`src/rtl/cmdout_collector.sv`:
```
`default_nettype none
// ============================================================================
// Module   : cmdout_collector
// Brief    : Round-robin, packet-locked merge of per-accelerator command-out
//            AXI-Stream channels into one tid-tagged cmdout stream.
// Revision : 1.0 - initial release
// ============================================================================
module cmdout_collector #(
    parameter int MAX_ACCS = 16
) (
    input  logic                         aclk,
    input  logic                         rst,
    input  logic [MAX_ACCS-1:0]          acc_tvalid,
    output logic [MAX_ACCS-1:0]          acc_tready,
    input  logic [64*MAX_ACCS-1:0]       acc_tdata,
    input  logic [MAX_ACCS-1:0]          acc_tlast,
    output logic                         cmdout_out_tvalid,
    input  logic                         cmdout_out_tready,
    output logic [$clog2(MAX_ACCS)-1:0]  cmdout_out_tid,
    output logic [63:0]                  cmdout_out_tdata
);

    localparam int                 c_TID_W     = $clog2(MAX_ACCS);
    localparam logic [0:0]         c_ST_IDLE   = 1'b0;
    localparam logic [0:0]         c_ST_LOCKED = 1'b1;
    localparam logic [c_TID_W-1:0] c_LAST_IDX  = c_TID_W'(MAX_ACCS - 1);

    logic [0:0]          r_state;
    logic [c_TID_W-1:0]  r_rr_ptr;
    logic [c_TID_W-1:0]  r_grant;
    logic                r_out_tvalid;
    logic [c_TID_W-1:0]  r_out_tid;
    logic [63:0]         r_out_tdata;

    logic                w_sel_found;
    logic [c_TID_W-1:0]  w_sel_idx;
    logic [c_TID_W-1:0]  w_scan_idx;
    int                  w_scan;
    logic                w_slot_free;
    logic                w_accept;
    logic [63:0]         w_grant_data;
    logic [MAX_ACCS-1:0] w_acc_tready;

    // First requester at or above rr_ptr, wrapping explicitly so that a
    // non-power-of-two channel count never yields an out-of-range index.
    always_comb begin
        w_sel_found = 1'b0;
        w_sel_idx   = '0;
        w_scan      = 0;
        w_scan_idx  = '0;
        for (int k = 0; k < MAX_ACCS; k++) begin
            w_scan = int'(r_rr_ptr) + k;
            if (w_scan >= MAX_ACCS) begin
                w_scan = w_scan - MAX_ACCS;
            end
            w_scan_idx = c_TID_W'(w_scan);
            if (!w_sel_found && acc_tvalid[w_scan_idx]) begin
                w_sel_found = 1'b1;
                w_sel_idx   = w_scan_idx;
            end
        end
    end

    assign w_slot_free  = !r_out_tvalid || cmdout_out_tready;
    assign w_grant_data = acc_tdata[{r_grant, 6'b0} +: 64];
    assign w_accept     = (r_state == c_ST_LOCKED) && acc_tvalid[r_grant] && w_slot_free;

    always_comb begin
        w_acc_tready = '0;
        if (r_state == c_ST_LOCKED) begin
            w_acc_tready[r_grant] = w_slot_free;
        end
    end

    always_ff @(posedge aclk) begin
        if (rst) begin
            r_state      <= c_ST_IDLE;
            r_rr_ptr     <= '0;
            r_grant      <= '0;
            r_out_tvalid <= 1'b0;
            r_out_tid    <= '0;
            r_out_tdata  <= '0;
        end else begin
            case (r_state)
                c_ST_IDLE: begin
                    if (w_sel_found) begin
                        r_grant <= w_sel_idx;
                        r_state <= c_ST_LOCKED;
                    end
                end
                c_ST_LOCKED: begin
                    // Grant is held until the packet's tlast beat is taken.
                    if (w_accept && acc_tlast[r_grant]) begin
                        r_rr_ptr <= (r_grant == c_LAST_IDX) ? '0 : r_grant + 1'b1;
                        r_state  <= c_ST_IDLE;
                    end
                end
                default: r_state <= c_ST_IDLE;
            endcase

            if (w_accept) begin
                r_out_tvalid <= 1'b1;
                r_out_tid    <= r_grant;
                r_out_tdata  <= w_grant_data;
            end else if (r_out_tvalid && cmdout_out_tready) begin
                r_out_tvalid <= 1'b0;
            end
        end
    end

    assign acc_tready        = w_acc_tready;
    assign cmdout_out_tvalid = r_out_tvalid;
    assign cmdout_out_tid    = r_out_tid;
    assign cmdout_out_tdata  = r_out_tdata;

endmodule
`default_nettype wire

```
`config.mk`:
```
export PLATFORM = sky130hd
export DESIGN_NAME = cmdout_collector
export DESIGN_NICKNAME = d
export VERILOG_FILES = /design/src/rtl/cmdout_collector.sv
export SDC_FILE = /design/constraint.sdc
export NUM_CORES = 1
export LEC_CHECK = 0
export ABC_AREA = 1
export CAP_MARGIN = 20
export CORE_AREA = 2 2 444 446
export DETAILED_ROUTE_END_ITERATION = 8
export DIE_AREA = 0 0 446 448
export PLACE_DENSITY = 0.37
export SLEW_MARGIN = 20
export SYNTH_ARGS = -nofsm -noshare
export SYNTH_HDL_FRONTEND = slang
export SYNTH_SLANG_ARGS = --single-unit
```
`constraint.sdc`:
```
create_clock -name aclk -period 3.3 [get_ports aclk]
set_clock_uncertainty 0.1 [all_clocks]
set_input_delay 0.495 -clock aclk [delete_from_list [all_inputs] [get_ports aclk]]
set_output_delay 0.495 -clock aclk [all_outputs]
set_load 0.01 [all_outputs]
```
==> impl_metrics.ini <==
[logic_synthesis]
synth-xor-area-share_pct = 0.754
postSynthCellCount = 2315
ys_warn_count = 0
synth_commonest_cells = o21ai_0, nor2_1, o22ai_1
synth_area_leaders = o21ai_0, nor2_1, o22ai_1
async_flop_share_pct = 0
ys_types = 41
synthMuxAreaShare_pct = 0
syn_avg_cell_area_um2 = 5.45
synth_area_leader_cell = o21ai_0
synth_top_family_by_area = compound AO/OA/AOI/OAI gates
synth_ff_type = dfxtp_1
yosys_register_bits = 78
syn-num-nets = 3385
synth_compound_area_share_pct = 49.8
synth-edff-count = 0
synthAdderAreaFrac_pct = 1.09
synth-simple-area-share_pct = 27.1
synth_top_area_share_pct = 23.7
synth_most_common_cell = o21ai_0
syn_area_mm2 = 0.0126
yosysSeqAreaShare_pct = 12.4

[power]
vdd_ir_drop_max_mv = 0.278
total_power_uw = 19500
p_per_area_mw_per_mm2 = 685
power.leakage_uw = 0.00994

[clock_network]
clock-root-buffer = clkbuf_16
cts_hold_buf = 0
cts_tree = built
max-clock-path-buffers = 2
clock_latency_ns = 0.45
clkSlewWorstSetupHoldPaths_ns = 0.08
htree_levels = 3
numCtsBuffers = 9
clock_sinks = 78

[timing]
slew_violations = 0
slew_headroom_pct = 38.0
period_minus_slack_ns = 3.07
whs_ns = 0.369
fmax_ghz = 0.326
tightest_slew_ns = 0.920
fin_tns_setup_ns = 0
fin_crit_sh_pct = 93.0
setup_viol = 0
final_hold_viol_count = 0

[global_routing]
grt.total_usage_pct = 16.9
grt_pass1_wl_um = 224000
grt_pass1_vias = 22510
grt_max_degree = 107
grt_antenna_before_repair = 149
grt_overflow_total = 0

[routing]
drt-total-wl_um = 178000
final_antenna_net_count = 0
vias_per_cell = 3.87
dr.pass1.iters = 5
drc = 0
vias = 23250
drtIter0Drc = 2129
wire_per_inst_um = 29.7

[worst_setup_path]
cp-end-kind = flop
critPathArrivalTime_ns = 3.34
critical_path_required_ns = 3.57
critPathMaxFanout = 12
cp-start-kind = flop
worstSetupPathType = reg -> reg

[die]
fp.dieW_um = 446
coreArea_mm2 = 0.195
initial_core_util_pct = 6.48
die_area_mm2 = 0.200
io_pins = 1144
rows = 162
die_h_um = 448

[finish]
multi_input_area_mm2 = 0.0100
synthToLayoutAreaGrowth_pct = 126
layout-drive-gt1-share_pct = 7.16
register_area_mm2 = 0.00158
nets = 4485
final_cell_area_mm2 = 0.0285
num-fill-cells = 22608

[job]
cap_violations = 0

[placed_design]
hpwl_um = 153000
portBuffers = 1143
placed_area_mm2 = 0.0280
place_congestion = 0.936

[run_status]
outcome = finished clean

[min_path]
holdCritPathClass = reg -> reg
## layer usage
layer | GRT usage [%] | vias to the layer above | wire length, µm
met4 | 4.01 | 62 | 3020
met5 | 0 | - | 396
met1 | 20.1 | 11253 | 70600
li1 | - | 10638 | -
met2 | 30.2 | 1047 | 91200
met3 | 4.49 | 250 | 13100
## layout make-up
class,count,area share (%)
Inverter,53,0.803
Multi-Input combinational cell,1949,35.2
Antenna cell,40,0.351
Clock inverter,6,0.241
Clock buffer,10,0.839
Tap cell,2542,11.2
Sequential cell,78,5.53
Timing Repair Buffer,1324,45.9
## cells by family (layout without fill, tap and decap cells)
family	Yosys count	in the layout
compound gates	1085	1085
xor+xnor	10	10
fa+ha+maj	11	11
buf+inv	288	1393
flops	78	78
other cells	0	40
simple gates	843	843
## cells in the final DEF (no fill, tap or decap), types with 4 or more instances in the layout
cell type and n:
ha_1 9, nand3_1 93, clkdlybuf4s50_1 1143, nor2_2 4, nor2_1 580, o21ai_0 596
nor2_4 5, xor2_1 7, dfxtp_1 73, a221oi_1 65, a22o_1 64, nand2_2 8
clkbuf_16 9, inv_1 39, nand2_1 127, nand4_1 15, inv_2 7, a21oi_1 81
diode_2 40, o22ai_1 261, buf_4 158, buf_12 22, inv_4 4
## where the power goes
part           internal, µW  leakage (µW)  switching, µW  total [µW]
combinational          6140       0.00914          10400       16600
sequential             1350      0.000643            327        1680
clock                   613      0.000149            669        1280
## per-stage QoR
step,worst slack [ns],instances,util (%)
after detailed placement,-0.0997,5941,14.4
after floorplan,0.290,2315,-
after global routing,-0.0199,5977,14.6
after CTS,0.0336,5957,14.5
final,0.232,6002,14.6
after global placement,-0.143,5941,14.4
## repair_timing
item                       CTS  global route
setup buffers                0             5
pin swaps                    0             8
gates resized for setup      2            22
setup endpoints to repair    3             7
## critical path: stages, from the launching register on
cell and delay [ns]:
dfxtp_4 0.39, buf_12 0.16, ha_4 0.16, nand2_1 0.06, xor2_1 0.16, buf_4 0.15
inv_2 0.05, buf_4 0.10, nand3_1 0.08, nand2_2 0.08, nand4_1 0.15, nor2_2 0.19
nand4_1 0.16, nor2_4 0.18, nand4_4 0.10, nor2_4 0.17, nand4_2 0.16, nand2_1 0.11
inv_1 0.05, nand2_1 0.06, nand2_1 0.06, a21oi_2 0.11
## path summary, 6_finish.rpt
kind / slack [ns] / end / cells after the start / startpoint
setup / recovery: 0.23 / r_grant[2]$_SDFFE_PP0P_ / 21 / r_rr_ptr[1]$_SDFFE_PP0P_
hold / removal: 0.37 / r_state$_SDFF_PP0_ / 2 / r_state$_SDFF_PP0_
setup reg to reg: 0.23 / r_grant[2]$_SDFFE_PP0P_ / 21 / r_rr_ptr[1]$_SDFFE_PP0P_
hold reg to reg: 0.37 / r_state$_SDFF_PP0_ / 2 / r_state$_SDFF_PP0_
## sequential cells by signal, summed over array words and instances, names as in the netlist
name / cells
r_grant: 4
r_state: 1
cmdout_out_tvalid: 1
r_rr_ptr: 4
cmdout_out_tid: 4
cmdout_out_tdata: 64
Note: power is estimated with default switching activity, not from simulation.
